<file path="src/rtl/dct_pkg.sv">
// Shared types and defaults for the down_count_timer slice.
package dct_pkg;

    localparam int unsigned DCT_WIDTH_DEFAULT    = 4;
    localparam int unsigned DCT_PRESCALE_DEFAULT = 4;

    typedef enum logic [1:0] {
        IDLE = 2'd0,
        RUN  = 2'd1,
        DONE = 2'd2
    } dct_state_e;

endpackage

</file>
<file path="src/rtl/down_count_timer_if.sv">
// Load handshake bundle for down_count_timer: valid/value from the requester, ready from the timer.
interface down_count_timer_if
    import dct_pkg::*;
#(
    parameter int unsigned WIDTH = DCT_WIDTH_DEFAULT
);
    logic             load_valid;
    logic [WIDTH-1:0] load_value;
    logic             load_ready;

    modport master (
        output load_valid,
        output load_value,
        input  load_ready
    );

    modport slave (
        input  load_valid,
        input  load_value,
        output load_ready
    );
endinterface

</file>
<file path="src/rtl/dct_prescaler.sv">
// Enable divider: emits one tick every PRESCALE enabled cycles while running.
module dct_prescaler
    import dct_pkg::*;
#(
    parameter int unsigned PRESCALE = DCT_PRESCALE_DEFAULT
) (
    input  logic clk_int,
    input  logic reset,
    input  logic enable,
    input  logic run,
    input  logic clear,
    output logic tick_c
);
    localparam int unsigned PW = (PRESCALE > 2) ? $clog2(PRESCALE) : 1;

    logic [PW-1:0] pre_q;
    logic [PW-1:0] pre_d;
    logic          at_top_c;

    assign at_top_c = (pre_q == PW'(PRESCALE - 1));
    assign tick_c   = enable && at_top_c;

    // Counter only advances in RUN so it stays frozen in IDLE/DONE.
    always_comb begin
        pre_d = pre_q;
        if (clear) begin
            pre_d = '0;
        end else if (run && enable) begin
            pre_d = at_top_c ? '0 : pre_q + PW'(1);
        end
    end

    always_ff @(posedge clk_int or posedge reset) begin
        if (reset) begin
            pre_q <= '0;
        end else begin
            pre_q <= pre_d;
        end
    end
endmodule

</file>
<file path="src/rtl/down_count_timer.sv">
// Loadable down-counter/timer with one-cycle terminal-count pulse and optional auto-reload.
// Optional enable prescaler is built when DCT_PRESCALE_EN is defined.
module down_count_timer
    import dct_pkg::*;
#(
    parameter int unsigned WIDTH    = DCT_WIDTH_DEFAULT,
    parameter int unsigned PRESCALE = DCT_PRESCALE_DEFAULT
) (
    input  logic                     clk_int,
    input  logic                     reset,
    input  logic                     enable,
    input  logic                     auto_reload,
    input  logic                     stop,
    down_count_timer_if.slave        load_if,
    output logic [WIDTH-1:0]         count,
    output logic                     tc,
    output logic                     busy
);
    if ((PRESCALE < 2) || (PRESCALE > 256)) begin : g_bad_prescale
        $error("down_count_timer: PRESCALE must be in 2..256");
    end

    dct_state_e       state_q, state_d;
    logic [WIDTH-1:0] count_q, count_d;
    logic [WIDTH-1:0] reload_q, reload_d;
    logic             tc_q, tc_d;
    logic             load_acc_c;
    logic             tick_c;

    assign load_acc_c = load_if.load_valid && (state_q != RUN);

`ifdef DCT_PRESCALE_EN
    logic pre_clear_c;
    assign pre_clear_c = load_acc_c || ((state_q == RUN) && stop);

    dct_prescaler #(
        .PRESCALE (PRESCALE)
    ) u_prescaler (
        .clk_int (clk_int),
        .reset   (reset),
        .enable  (enable),
        .run     (state_q == RUN),
        .clear   (pre_clear_c),
        .tick_c  (tick_c)
    );
`else
    assign tick_c = enable;
`endif

    // Next-state and next-output decode; stop beats a terminal tick, load beats stop.
    always_comb begin
        state_d  = state_q;
        count_d  = count_q;
        reload_d = reload_q;
        tc_d     = 1'b0;
        unique case (state_q)
            IDLE, DONE: begin
                if (load_acc_c) begin
                    count_d  = load_if.load_value;
                    reload_d = load_if.load_value;
                    if (load_if.load_value == '0) begin
                        state_d = DONE;
                        tc_d    = 1'b1;
                    end else begin
                        state_d = RUN;
                    end
                end
            end
            RUN: begin
                if (stop) begin
                    state_d = IDLE;
                end else if (tick_c) begin
                    if (count_q == WIDTH'(1)) begin
                        tc_d = 1'b1;
                        if (auto_reload) begin
                            count_d = reload_q;
                        end else begin
                            count_d = '0;
                            state_d = DONE;
                        end
                    end else begin
                        count_d = count_q - WIDTH'(1);
                    end
                end
            end
            default: begin
                state_d = IDLE;
            end
        endcase
    end

    always_ff @(posedge clk_int or posedge reset) begin
        if (reset) begin
            state_q  <= IDLE;
            count_q  <= '0;
            reload_q <= '0;
            tc_q     <= 1'b0;
        end else begin
            state_q  <= state_d;
            count_q  <= count_d;
            reload_q <= reload_d;
            tc_q     <= tc_d;
        end
    end

    assign count              = count_q;
    assign tc                 = tc_q;
    assign busy               = (state_q == RUN);
    assign load_if.load_ready = (state_q != RUN);
endmodule
</file>
<file path="src/flat_wrapper.sv">
// flat-port wrapper written by rule: the top's interface ports become plain ports
module down_count_timer_flat import dct_pkg::*;
#(
    parameter int unsigned WIDTH    = DCT_WIDTH_DEFAULT,
    parameter int unsigned PRESCALE = DCT_PRESCALE_DEFAULT
)
  (clk_int, reset, enable, auto_reload, stop, count, tc, busy, load_if_load_valid, load_if_load_value, load_if_load_ready);
  down_count_timer_if #(.WIDTH(WIDTH)) load_if_i ();
  input  logic clk_int;
  input  logic reset;
  input  logic enable;
  input  logic auto_reload;
  input  logic stop;
  output logic [WIDTH-1:0] count;
  output logic tc;
  output logic busy;
  input wire logic [$bits(load_if_i.load_valid)-1:0] load_if_load_valid;
  input wire logic [$bits(load_if_i.load_value)-1:0] load_if_load_value;
  output wire logic [$bits(load_if_i.load_ready)-1:0] load_if_load_ready;
  assign load_if_i.load_valid = load_if_load_valid;
  assign load_if_i.load_value = load_if_load_value;
  assign load_if_load_ready = load_if_i.load_ready;
  down_count_timer #(.WIDTH(WIDTH), .PRESCALE(PRESCALE)) u_core (.clk_int(clk_int), .reset(reset), .enable(enable), .auto_reload(auto_reload), .stop(stop), .load_if(load_if_i), .count(count), .tc(tc), .busy(busy));
endmodule
</file>
<file path="config.mk">
export PLATFORM = sky130hd
export DESIGN_NAME = down_count_timer_flat
export DESIGN_NICKNAME = d
export VERILOG_FILES = /design/src/rtl/dct_pkg.sv /design/src/rtl/down_count_timer_if.sv /design/src/rtl/dct_prescaler.sv /design/src/rtl/down_count_timer.sv /design/src/flat_wrapper.sv
export SDC_FILE = /design/constraint.sdc
export NUM_CORES = 1
export LEC_CHECK = 0
export ABC_AREA = 0
export CAP_MARGIN = 20
export CORE_MARGIN = 2
export CORE_UTILIZATION = 25
export DETAILED_ROUTE_END_ITERATION = 10
export PLACE_DENSITY = 0.5
export SLEW_MARGIN = 20
export SYNTH_ARGS = -nofsm -noshare
export SYNTH_HDL_FRONTEND = slang
export SYNTH_SLANG_ARGS = --single-unit
</file>
<file path="constraint.sdc">
create_clock -name clk_int -period 2 [get_ports clk_int]
set_input_delay 0.2 -clock clk_int [delete_from_list [all_inputs] [get_ports clk_int]]
set_output_delay 0.2 -clock clk_int [all_outputs]
set_load 0.05 [all_outputs]
</file>
; ---- Word-level counts from Yosys, hierarchy flattened
; Index checks and enable logic that the tools add are counted.
[classes]
n_eq_ne = 10
add_sub_neg = 1
n_reduce_logical = 8
muxes = 19
[ops]
columns = operator, n
row1 = $mux 4, 5
row2 = $mux 2, 6
row3 = $pmux 4 s2, 1
row4 = $reduce_and 4->1, 2
row5 = $ne 3x3->1 const B, 2
row6 = $mux 1, 5
row7 = $eq 4x1->1 const B, 1
row8 = $logic_not 4->1, 1
row9 = $ne 2x1->1 const B, 2
row10 = $ne 2x2->1 const B, 2
row11 = $pmux 2 s2, 1
row12 = $sub 4x1->4 const B, 1
row13 = $ne 3x2->1 const B, 1
row14 = $eq 2x1->1 const B, 1
row15 = $eq 2x2->1 const B, 1
row16 = $logic_not 2->1, 1
row17 = $pmux 1 s2, 1
row18 = $reduce_and 2->1, 1
row19 = $reduce_bool 2->1, 1
row20 = $reduce_or 2->1, 1
row21 = $logic_and 1x1->1, 1
[totals]
elab_cells = 42
input_bits = 10
reg_bits = 11
output_inout_bits = 7

; ---- Logic depth before layout (Yosys ltp)
[logic_depth]
depth_word = 5
depth_mapped = 6
depth_no_buf = 6

; ---- Worst setup path before layout
; OpenSTA, ideal clock, no wires.
[synth_timing]
kind = register to register
from = reg u_core.count_q[0], in the netlist u_core.count[0]
to = reg u_core.count_q[3], in the netlist u_core.count[3]
path_buffers = 0
setup_slack_ps = 245
period_less_slack_ps = 1755
required_ps = 1935
stages_incl_launch_ff = 6
arrival_time_ps = 1690
setup_time_ps = 65
path_cell_list = dfrtp_1 -> ha_1 -> nor3b_4 -> nand3_2 -> a311oi_1 -> a21o_1
[synth_between]
elab_chain_len = 5
word_cells_on_any_way = 6
cone_classes = add/sub (1) / eq/ne (1) / mux (4)
[synth_lines]
columns = item, line
row1 = start: declaration, down_count_timer.sv:24  ; logic [WIDTH-1:0] count_q, count_d;
row2 = start signal: assignment, down_count_timer.sv:100  ; count_q <= count_d;
row3 = $sub 4x1->4 / $eq 4x1->1 (equally long branches), "down_count_timer.sv:82, down_count_timer.sv:73"
row4 = $mux 4 (*), down_count_timer.sv:73  ; if (count_q == WIDTH'(1)) begin
row5 = $mux 4 (*), down_count_timer.sv:72  ; end else if (tick_c) begin
row6 = $mux 4 (*), down_count_timer.sv:70  ; if (stop) begin
row7 = $pmux 4 s2 (*), down_count_timer.sv:56  ; unique case (state_q)
; Mark *: on every way between the ends. The rest lies on a longest branch, timed or not. The select of a mux whose other input is x is not followed.
; A chain may end at the register's enable or synchronous reset.

; ---- Final worst setup path
[layout_timing]
from = reg u_core.count_q[2], in the netlist u_core.count[2]
to = out count[2]
[layout_rtl]
columns = item, line
row1 = end: declaration, flat_wrapper.sv:14  ; output logic [WIDTH-1:0] count;
; No word-level cell between the ends.

==> metrics <==
share of cells above drive strength 1 0.109; Final Cell Area ~850 um2; post-route setup TNS 0 ps; drt first pass iters 4; post-synth net total 85; share of flip-flops with an asynchronous set or reset 1.00; Slowest-stage cell, CP clkdlybuf4s50_1; critical path launch point type flop; RSZ-0062 raised after global routing no; top post-synthesis cells by area dfrtp_1 43%, nand2_1 11%, nor2_1 4.7%; area grow syn2layout 33.9%; Synth top cells by count 19 x nand2_1, 11 x dfrtp_1, 8 x nor2_1, 5 x inv_1, 3 x a311oi_1; crit path max fanout 6; fin crit share 0.890; nets approximately 110; clk buf depth 2; kind of critical path flop to output port; setup violators final 0; CP top delay family buffers and inverters; Max Clk Rate 562 MHz; Final Hold Vio Count 0; routed vias/inst 4.80; diodes inserted 0; Die Area 2970 um2; Clock Sink Count 11; critical path data arrival time 1580 ps; Initial Util 0.260; Synth Register Bits 11; DRC viols 0; DRT iter0 DRCs 25; Leak 0.383 nW; total wire length roughly 1500 um; num ports 17; Slew HR 0.652; CTS H-Tree Depth 1; dpl cell area 826 um2; crit path buf inv count 1; pin count of the biggest net entering global routing 12; DP Wirelength 1150 um; Synth Warn # 0; Post-Route Utilization 0.348; wire per inst 11.9 um; Die W 54.5 um; I/O Buffers 16; EDFF count, synth 0; Total Routing Usage GR 0.115; pre-CTS WS 359 ps; Worst EP required about 1800 ps; initial antenna violation count 0; register area share after synthesis 0.431; crit-path cells clkdlybuf4s50_1; Final Slew Violations 0; worst hold slack 219 ps; Max VDD drop 0.475 mV; Clk pin slew, worst setup/hold paths around 70 ps; Hold Crit Class input pin to async pin; Synth Instances 73; mean post-synth cell area 8.74 um2; CP peak stage delay 840 ps; Vias 585; Max-cap violations 0; GP Congestion 0.895; Synth cell types 27; Slew @ Worst Pin 518 ps; synthesized cell area ~640 um2; first-pass GRT wire length 2390 um; PnR worst setup slack 220 ps; TritonCTS clock tree done; row count 18; clk root buf clkbuf_4; total gr overflow 0; vias in the first global route between 500 and 600; leading area contributor after synthesis dfrtp_1; post-synth top area share 0.431; crit path time final 1780 ps; Skew-Pair Late Insertion Delay 280 ps; post-route ant nets 0; count leader, synth nand2_1; clock skew 3.04 ps; Die Height 54.5 um; Core Area about 2500 um2; ys flop type dfrtp_1; number of CTS-inserted buffers 3; pwr dens 1270 nW/um2; crit end category output port; outcome complete, no violations
cell type report:
| cell class | instances | area (um2) |
|---|---|---|
| fill | 266 | 1600 |
| multi-input combinational | 56 | 337 |
| sequential | 11 | 275 |
| timing repair buffer | 16 | 160 |
| tap | 30 | 37.5 |
| clock buffer | 4 | 26.3 |
| inverter | 5 | 18.8 |
registers in the layout, indices dropped and copies added, names as in the netlist:
register,count
u_core.state_q,2
u_core.count,4
u_core.tc,1
u_core.reload_q,4
kinds of logic (layout without fill, tap and decap cells):
logic type / Yosys count / count (layout) / synth area share
adders and majority gates: 2 / 2 / 0.0392
muxes: 2 / 2 / 0.0314
buffers and inverters: 6 / 25 / 0.0412
and+or+nand+nor: 38 / 38 / 0.302
AOI/OAI and AO/OA: 14 / 14 / 0.155
DFF: 11 / 11 / 0.431
power breakdown:
part | leakage (nW) | switching (mW) | internal [mW]
registers | 0.137 | 0.0860 | 0.286
clock network | 0.0150 | 0.0767 | 0.0775
logic | 0.231 | 0.348 | 0.210
cells in the final DEF (no fill, tap or decap), types with 2 or more instances in the layout:
cell	n
nor2_1	8
a21oi_1	2
ha_1	2
a311oi_1	3
clkdlybuf4s50_1	14
nand2_1	19
o31ai_1	2
clkbuf_4	3
dfrtp_1	11
mux2i_1	2
o21ai_0	2
inv_1	5
final timing paths:
path	cells past startpoint	endpoint	slack [ps]	start
max	1	count[2]	220	u_core.count[2]
min in group clk_int	2	u_core.reload_q[2]	490	u_core.reload_q[2]
min	2	u_core.tc	220	reset
max in group asynchronous	2	u_core.reload_q[0]	1480	reset
min reg2reg	2	u_core.reload_q[2]	490	u_core.reload_q[2]
max reg2reg	5	u_core.count[1]	330	u_core.count[0]
worst reg2reg max path: stages (launching register included):
cell and delay [ps]:
dfrtp_1 450, ha_1 230, nor3b_4 390, nor2_1 80
a311oi_1 270, o31ai_1 120
repair_timing:
item	4_1_cts	5_1_grt
resized for setup	0	1
setup buffers	0	0
hold buffers	0	0
hold endpoints to repair	0	0
setup endpoints to repair	0	1
stage by stage:
stage          power [mW]  instances
2_1_floorplan       0.760         73
3_3_place_gp        0.938        118
3_5_place_dp        0.938        118
4_1_cts              1.09        122
5_1_grt              1.16        122
6_report             1.08        122
layer usage:
metal | GRT usage | up-vias | part of all wire
met5 | 0 | - | 0
met4 | 0.0750 | 0 | 0.027
met3 | 0.0191 | 5 | 0.083
met2 | 0.173 | 26 | 0.43
met1 | 0.152 | 264 | 0.46
li1 | - | 290 | -
(Power assumes the default switching activity.)
